<file path="config.mk">
export PLATFORM = sky130hd
export DESIGN_NAME = fetch_decode_latch
export DESIGN_NICKNAME = d
export VERILOG_FILES = /design/src/rtl/fetch_decode_latch.sv
export SDC_FILE = /design/constraint.sdc
export NUM_CORES = 1
export LEC_CHECK = 0
export BUFFER_PORTS_ARGS = -buffer_cell sky130_fd_sc_hd__buf_2
export CELL_PAD_IN_SITES_DETAIL_PLACEMENT = 0
export CELL_PAD_IN_SITES_GLOBAL_PLACEMENT = 1
export CORE_ASPECT_RATIO = 0.7
export CORE_MARGIN = 2
export CORE_UTILIZATION = 41
export CTS_BUF_LIST = sky130_fd_sc_hd__clkbuf_16
export CTS_CLUSTER_SIZE = 28
export DETAILED_ROUTE_END_ITERATION = 7
export PLACE_DENSITY = 0.84
export SYNTH_ARGS = -nofsm -noshare
export SYNTH_HDL_FRONTEND = slang
export SYNTH_SLANG_ARGS = --single-unit
export TNS_END_PERCENT = 50
</file>
<file path="constraint.sdc">
create_clock -name clk -period 5.8 [get_ports clk]
set_clock_uncertainty 0.05 [all_clocks]
set_input_delay 0.29 -clock clk [delete_from_list [all_inputs] [get_ports clk]]
set_output_delay 0.29 -clock clk [all_outputs]
set_load 0.005 [all_outputs]
</file>
<file path="src/rtl/fetch_decode_latch.sv">
// rtl/fetch_decode_latch.sv - fetch/decode boundary latch: assembles opcode+immediate pairs, stall hold, jump squash
module fetch_decode_latch #(
    parameter int          PC_W     = 32,
    parameter logic [1:0]  IMM_CODE = 2'b11,
    parameter logic [15:0] NOP_WORD = 16'h0000
) (
    input  logic            clk,
    input  logic            rst,
    input  logic [15:0]     in_word,
    input  logic            in_valid,
    input  logic [PC_W-1:0] in_pc,
    input  logic            stall,
    input  logic            flush,
    output logic [15:0]     instr_out,
    output logic [15:0]     imm_out,
    output logic            has_imm,
    output logic [PC_W-1:0] pc_out,
    output logic            valid_out,
    output logic            fetch_hold,
    output logic [15:0]     issue_count
);

    typedef enum logic {FIRST, WAIT_IMM} state_t;

    state_t          state, state_nxt;
    logic [15:0]     hold_word, hold_word_nxt;
    logic [PC_W-1:0] hold_pc, hold_pc_nxt;
    logic [15:0]     instr_nxt, imm_nxt, count_nxt;
    logic            has_imm_nxt, valid_nxt;
    logic [PC_W-1:0] pc_nxt;

    // Fetch may still advance under a stall+flush so it can load the jump target.
    assign fetch_hold = stall & ~flush & ~rst;

    always_comb begin
        state_nxt     = state;
        hold_word_nxt = hold_word;
        hold_pc_nxt   = hold_pc;
        instr_nxt     = instr_out;
        imm_nxt       = imm_out;
        has_imm_nxt   = has_imm;
        pc_nxt        = pc_out;
        valid_nxt     = valid_out;
        count_nxt     = issue_count;

        if (flush) begin
            state_nxt   = FIRST;
            valid_nxt   = 1'b0;
            instr_nxt   = NOP_WORD;
            has_imm_nxt = 1'b0;
            imm_nxt     = 16'h0000;
        end else if (stall) begin
            // everything held
        end else if (!in_valid) begin
            valid_nxt   = 1'b0;
            instr_nxt   = NOP_WORD;
            has_imm_nxt = 1'b0;
            imm_nxt     = 16'h0000;
        end else begin
            case (state)
                FIRST: begin
                    if (in_word[15:14] == IMM_CODE) begin
                        hold_word_nxt = in_word;
                        hold_pc_nxt   = in_pc;
                        valid_nxt     = 1'b0;
                        instr_nxt     = NOP_WORD;
                        has_imm_nxt   = 1'b0;
                        imm_nxt       = 16'h0000;
                        state_nxt     = WAIT_IMM;
                    end else begin
                        instr_nxt   = in_word;
                        imm_nxt     = 16'h0000;
                        has_imm_nxt = 1'b0;
                        pc_nxt      = in_pc;
                        valid_nxt   = 1'b1;
                        count_nxt   = issue_count + 16'd1;
                    end
                end
                WAIT_IMM: begin
                    // Second word is an immediate whatever its top bits say.
                    instr_nxt   = hold_word;
                    imm_nxt     = in_word;
                    has_imm_nxt = 1'b1;
                    pc_nxt      = hold_pc;
                    valid_nxt   = 1'b1;
                    count_nxt   = issue_count + 16'd1;
                    state_nxt   = FIRST;
                end
                default: state_nxt = FIRST;
            endcase
        end
    end

    always_ff @(posedge clk) begin
        if (rst) begin
            state       <= FIRST;
            hold_word   <= 16'h0000;
            hold_pc     <= '0;
            instr_out   <= NOP_WORD;
            imm_out     <= 16'h0000;
            has_imm     <= 1'b0;
            pc_out      <= '0;
            valid_out   <= 1'b0;
            issue_count <= 16'h0000;
        end else begin
            state       <= state_nxt;
            hold_word   <= hold_word_nxt;
            hold_pc     <= hold_pc_nxt;
            instr_out   <= instr_nxt;
            imm_out     <= imm_nxt;
            has_imm     <= has_imm_nxt;
            pc_out      <= pc_nxt;
            valid_out   <= valid_nxt;
            issue_count <= count_nxt;
        end
    end

endmodule
</file>
# Word level (Yosys, flattened, before mapping)
# Index checks and enable logic that the tools add are counted.
# word_totals
register_bits	131
input_bits	53
out_inout_bits	83
wordCells	38
# classes
add_sub_neg	1
eq_ne	2
n_mux	16
bitwise_logic	6
reduce_logical	4
# op_table
operator	n
one-hot mux 16 bit (2 select lines)	3
2-to-1 mux 16 bit	4
one-hot mux 32 bit (2 select lines)	1
2-to-1 mux 32 bit	1
adder 16 x 1 -> 16 bit (second input constant)	1
one-hot mux 1 bit (2 select lines)	3
AND reduction 5 bit	1
2-to-1 mux 1 bit	4
inverter 1 bit	4
AND reduction 4 bit	1
bitwise AND 1 bit	2
equality test 2 bit (second input constant)	1
inequality test 2 bit (second input constant)	1
AND reduction 2 bit	1
OR reduction 2 bit	1

# Longest topological paths before layout
# Gate-level depths: netlist (run 1).
# depth
ltp_word	4
mapped_depth	7
mapped_depth_nobuf	5

# Least setup slack after synthesis (run 1)
# Ideal clock, no wire load.
# synth_timing
path_type	input to register
start	input stall
end	register issue_count[10]
setup_ns	0.070
t_arrival_ns	1.873
t_required_ns	5.680
slack_ns	3.807
cell_stages	6
path_buffers	2
cell_sequence	or3b_1 > buf_2 > or3_1 > buf_2 > or4_1 > a21oi_1
# synth_via
elab_chain_cells	2
# synth_rtl
item	line_no	source
start, declared	12	input logic stall,
inverter 1 bit (no line)	-	
AND reduction 4 bit (no line)	-	
end signal, assigned	114	issue_count <= count_nxt;
end, declared	20	output logic [15:0] issue_count
# Every way passes these cells.
# A chain may end at the register's enable or synchronous reset.

# Worst setup path after layout (run 1)
# layout_timing
start	register state
end	register imm_out[3]
# layout_via
elab_chain_cells	3
# layout_rtl
item	line_no	source
start, declared	25	state_t state, state_nxt;
start signal, assigned	106	state <= state_nxt;
inverter 1 bit	-	
one-hot mux 16 bit (2 select lines) (*)	60	case (state)
2-to-1 mux 16 bit (*)	54	end else if (!in_valid) begin
end signal, assigned	110	imm_out <= imm_nxt;
end, declared	15	output logic [15:0] imm_out,
# Mark *: on every way between the ends. The rest lies on a longest branch, timed or not.

==> results of run 1 <==
-- report_power, final --
part | leakage (nW) | switching (mW) | internal (mW)
combinational | 1.12 | 0.0654 | 0.0447
sequential | 1.06 | 0.0109 | 0.917
clock | 0.279 | 0.410 | 0.637
total | 2.46 | 0.486 | 1.60
-- layer usage --
metal  track usage  wire (µm)  up-vias
li1              -          -     2169
met5             0          0        -
met2         0.310       5840      102
met1         0.244       5880     2030
met3        0.0490        673       17
met4        0.0764        130        0
-- worst min path at each step --
stage,start,to,slack [ns],cells past startpoint
3_3_place_gp,has_imm,has_imm,0.39,1
5_1_grt,in_word[8],imm_out[8],0.07,2
2_1_floorplan,in_word[0],imm_out[0],0.37,1
6_report,in_word[8],imm_out[8],0.08,2
4_1_cts,in_word[8],imm_out[8],0.06,2
3_5_place_dp,hold_word[2],hold_word[2],0.40,2
-- layout by cell type (no fill, tap or decap), types with 2 or more instances in the layout --
master / count
a222oi_1: 14
inv_6: 3
o31ai_1: 2
xnor2_1: 4
nor4b_1: 3
inv_1: 4
or2_2: 2
nor4_1: 2
clkinvlp_4: 4
buf_2: 134
clkbuf_16: 17
dfxtp_1: 130
nand2_1: 98
mux2_2: 2
nand3_1: 6
nor2_1: 65
mux2i_1: 33
and4_1: 2
a22o_1: 17
nor2b_1: 4
a211oi_1: 32
a22oi_1: 2
o21ai_0: 4
clkinv_4: 2
or4_1: 3
a21oi_1: 53
xor2_1: 3
buf_4: 2
nand4_1: 3
bufinv_16: 2
nor2_4: 2
or3_1: 4
clkinv_2: 2
-- registers in the layout, indices dropped and copies added, names as in the netlist --
register	flops
has_imm	1
hold_pc	32
hold_word	16
imm_out	16
instr_out	16
issue_count	16
pc_out	32
state	1
valid_out	1
-- critical path: stages (launching register included) --
cell and delay, ns:
dfxtp_2 1.11, and2_1 0.65, nor2b_1 0.98, a22o_1 0.26
-- metrics by stage --
stage	setup slack, ns	area (µm²)	util	std cells	total power, mW
2_1_floorplan	3.81	4970	-	551	1.01
3_3_place_gp	2.83	5710	0.485	800	1.06
3_5_place_dp	2.65	5710	0.485	800	1.06
4_1_cts	2.64	6290	0.535	832	2.10
5_1_grt	2.41	6290	0.535	832	2.16
6_report	2.69	6290	0.535	832	2.08
-- cells by family after synthesis --
family / count (synthesis) / synth area share
compound gates: 127 / 0.175
xor+xnor: 7 / 0.0123
fa+ha+maj: 1 / 0.00252
buf+inv: 47 / 0.0363
flops: 131 / 0.528
mux: 35 / 0.0710
simple gates: 203 / 0.175
-- final cells by class --
cell class / count / share of cell area
Clock buffer: 17 / 0.0676
Clock inverter: 15 / 0.0253
Inverter: 3 / 0.00179
Multi-Input combinational cell: 373 / 0.348
Sequential cell: 131 / 0.417
Tap cell: 157 / 0.0312
Timing Repair Buffer: 136 / 0.109
==> flow_summary.ini, run 1 <==
[power]
ir_worst_vdd_mv = 0.212
p_leak_nw = 2.46
cellPowerDensity_mw_per_mm2 = 331

[placement]
dp_hpwl_mm = 8.24
port-buffer-count = 135
gpl.final_weighted_congestion = 0.772

[logic_synthesis]
synth_seq_cells = 131
synth_cells = 551
seq_area_frac_synth = 0.528
syn-mean-instance-area_um2 = 9.02
yosys.cell_count.top_type = dfxtp_1
synth_cell_type_count = 38
async_reset_ff_frac = 0
most_numerous_cell_types_in_the_synthesized_netlist = dfxtp_1, nand2_1, nor2_1
synth_largest_type_area_fraction = 0.528
ys_dominant_reg_cell = dfxtp_1
number_of_flops_mapped_to_enable_cells_by_yosys = 0
synth_nets = 605
synthesis.yosys.warnings = 0
yosys-top-cells-area = dfxtp_1, nand2_1, mux2i_1, a21oi_1, nor2_1
synth_top_cell_by_area = dfxtp_1
mappedNetlistArea_mm2 = 0.00497

[clock_network]
root_buffer = clkbuf_16
tritoncts_num_sinks = 131
cts_resized = 0
tritoncts.num_buffers = 17
clock_tree_from_tritoncts = built
maximum_number_of_buffers_from_clock_root_to_sink = 2
buffers_inserted_by_post_cts_timing_repair = 0
worstSkewPairLatency_ns = 0.40
worst_setup_hold_path_clk_slew_ns = 0.06
cts_htree_levels = 4
cts_hold_buffers = 0

[worst_setup_path]
regToRegStartpoint = state
reg2reg_depth = 3
start_kind = register
cp_data_required_time_ns = 6.10
endpoint = imm_out[3]
rrSetupSlack_ns = 2.69
critical_path.startpoint = state
critical_path.endpoint_type = register
worstReg2RegEnd = imm_out[3]
worst-setup-path-type = register to register
crit_fanout = 40
timing.critical_path.arrival_ns = 3.41

[layout]
num-nets-final = 716
final_layout_size_suffix_gt1_frac = 0.261
flow.area_growth_from_synthesis_pct = 26.6
fill_cells = 1115
antenna-diode-count = 0
register_area_mm2 = 0.00262
multi_input_comb_area_mm2 = 0.00219

[floorplan]
die-width_um = 136
rows = 33
fp.dieArea_mm2 = 0.0130
core_area_mm2 = 0.0118
die_y_um = 96.1
initial_util = 0.422
floorplan.io_pins = 136

[sta]
worst_slew_margin_rel = 0.211
timing.setup.tns_ns = 0
period_needed_ns = 3.11
setup_viol = 0
layout_worst_path_cycle_share = 0.536
worst_slew_pin_slew_ns = 1.18
whs_ns = 0.0768
maxSlewViolCount = 0
clock.fmax_mhz = 322
setup_repair_after_global_routing_missed_its_margin = false
count_of_endpoints_failing_hold_in_the_final_timing_report = 0

[global_route]
track_usage = 0.190
grt_start_max_net_pins = 100
grt.overflow.total = 0
grt_first_pass_wirelength_mm = 19.5
initial_antenna_violation_count = 0
first_global_vias = 4051

[drt]
drc_errors = 0
vias = 4318
routed_via_density = 5.19
postRouteWirelength_mm = 12.5
drt_iter0_drc = 208
drt-pass1-iter-count = 6
wl_per_cell_um = 15.1
antenna_violating_nets_left = 0

[status]
status = finished, final reports clean

[job]
maxCapViolations = 0

[worst_hold_path]
hold_class = primary input to register
Note: power is estimated with default switching activity, not from simulation.
==> inputs of run 2 (changes only) <==
- CORE_UTILIZATION: 41 -> 35
- PLACE_DENSITY: 0.84 -> 0.77
- clock period: 5.8 -> 2.7 ns (I/O delays scaled with it)
==> run 2 against run 1 <==
Clock power rose by 120%; sequential power grew 110%; worst hold slack worse by 0.048 ns; total power grew 120%; critical path type is now primary input to register; highest routed layer unchanged; sequential cell count did not move.
==> flow_summary.ini, run 2 (synthesis gave the netlist of run 1 again) <==
[clock_network]
tritoncts_num_sinks = 131
root_buffer = clkbuf_16
clock_tree_from_tritoncts = built
worstSkewPairLatency_ns = 0.41
cts_htree_levels = 4
worst_setup_hold_path_clk_slew_ns = 0.06
maximum_number_of_buffers_from_clock_root_to_sink = 2
tritoncts.num_buffers = 17

[power]
p_leak_nw = 2.72
power_total_mw = 4.59
cellPowerDensity_mw_per_mm2 = 666
ir_worst_vdd_mv = 0.379

[sta]
setup_repair_after_global_routing_missed_its_margin = false
whs_ns = 0.0284
setup_viol = 0
worst_slew_pin_slew_ns = 1.02
clock.fmax_mhz = 490
period_needed_ns = 2.04
layout_worst_path_cycle_share = 0.755
timing.setup.tns_ns = 0
count_of_endpoints_failing_hold_in_the_final_timing_report = 0
maxSlewViolCount = 0
worst_slew_margin_rel = 0.316

[worst_setup_path]
crit_fanout = 7
worst-setup-path-type = primary input to register
start_kind = primary input
timing.critical_path.arrival_ns = 2.32
critical_path.endpoint_type = register
cp_data_required_time_ns = 2.98

[global_route]
initial_antenna_violation_count = 0
grt_start_max_net_pins = 52
grt.overflow.total = 0
grt_first_pass_wirelength_mm = 21.9
track_usage = 0.178
first_global_vias = 4345

[floorplan]
die_y_um = 104
die-width_um = 146
fp.dieArea_mm2 = 0.0152
floorplan.io_pins = 136
rows = 36
core_area_mm2 = 0.0139
initial_util = 0.358

[drt]
postRouteWirelength_mm = 13.5
antenna_violating_nets_left = 0
vias = 4599
routed_via_density = 4.99
drc_errors = 0
wl_per_cell_um = 14.6
drt_iter0_drc = 285
drt-pass1-iter-count = 6

[job]
maxCapViolations = 0

[layout]
finalCoreUtilization = 0.497
flow.area_growth_from_synthesis_pct = 38.8
fin_cells = 922
final_layout_size_suffix_gt1_frac = 0.250
num-nets-final = 773
antenna-diode-count = 0
biggestRegsByFlops = hold_pc (32), pc_out (32)
layout.cells.most_common_list = buf_2, dfxtp_1, nand2_1
layout_commonest_cell = buf_2

[placement]
dp_hpwl_mm = 8.62
post_placement_cell_count = 843
port-buffer-count = 135
gpl.final_weighted_congestion = 0.787

[worst_hold_path]
hold_class = primary input to register

[status]
status = finished, final reports clean
run 2: cell types whose count changed in the layout (fill, tap and decap cells not counted), sizes merged:
cell / before / now
bufinv: 2 / 3
dlygate4sd3: 0 / 47
buf: 136 / 146
inv: 8 / 7
run 2: stage by stage:
| stage | cell area, µm² | worst slack [ns] |
|---|---|---|
| floorplan | 4970 | 0.833 |
| global placement | 5830 | 0.680 |
| detailed placement | 5830 | 0.605 |
| CTS | 6890 | 0.676 |
| global route | 6890 | 0.538 |
| finish | 6890 | 0.661 |
run 2: layout make-up:
class | count | area [µm²]
clock buffers | 17 | 425
clock inverters | 15 | 166
fillers | 1319 | 6980
inverters | 3 | 11.3
multi-input cells | 373 | 2190
flip-flops and latches | 131 | 2620
well taps | 190 | 238
repair buffers | 193 | 1240
run 2: power by group:
group          total (mW)  switching [mW]  leakage, nW  internal [mW]
Clock                2.30           0.858        0.283           1.44
Sequential           1.99          0.0201         1.06           1.97
Combinational       0.302           0.157         1.37          0.145
run 2: routing by layer:
layer,vias up,part of all wire,global-route usage
li1,2282,-,-
met1,2180,0.47,0.238
met2,126,0.47,0.283
met3,11,0.046,0.0317
met4,0,0.011,0.0742
met5,-,0,0
run 2: worst paths after layout:
| kind | startpoint | end | slack, ns | depth (start not counted) |
|---|---|---|---|---|
| setup / recovery | in_word[15] | issue_count[10] | 0.66 | 6 |
| hold reg to reg | hold_pc[25] | hold_pc[25] | 0.40 | 2 |
| hold / removal | in_word[14] | imm_out[14] | 0.03 | 2 |
| setup reg to reg | state | issue_count[10] | 0.71 | 4 |
run 2: timing repair:
action | CTS | global route
buffers inserted | 0 | 0
endpoints found under the hold margin | 75 | 0
hold buffers | 47 | 0
resized for setup | 0 | 0
run 2: worst max-delay path, cell delays in order:
cell and delay, ns:
dlygate4sd3_1 0.53, buf_2 0.16, and3b_1 0.30, or3_1 0.50, or4_1 0.53, a21oi_1 0.15
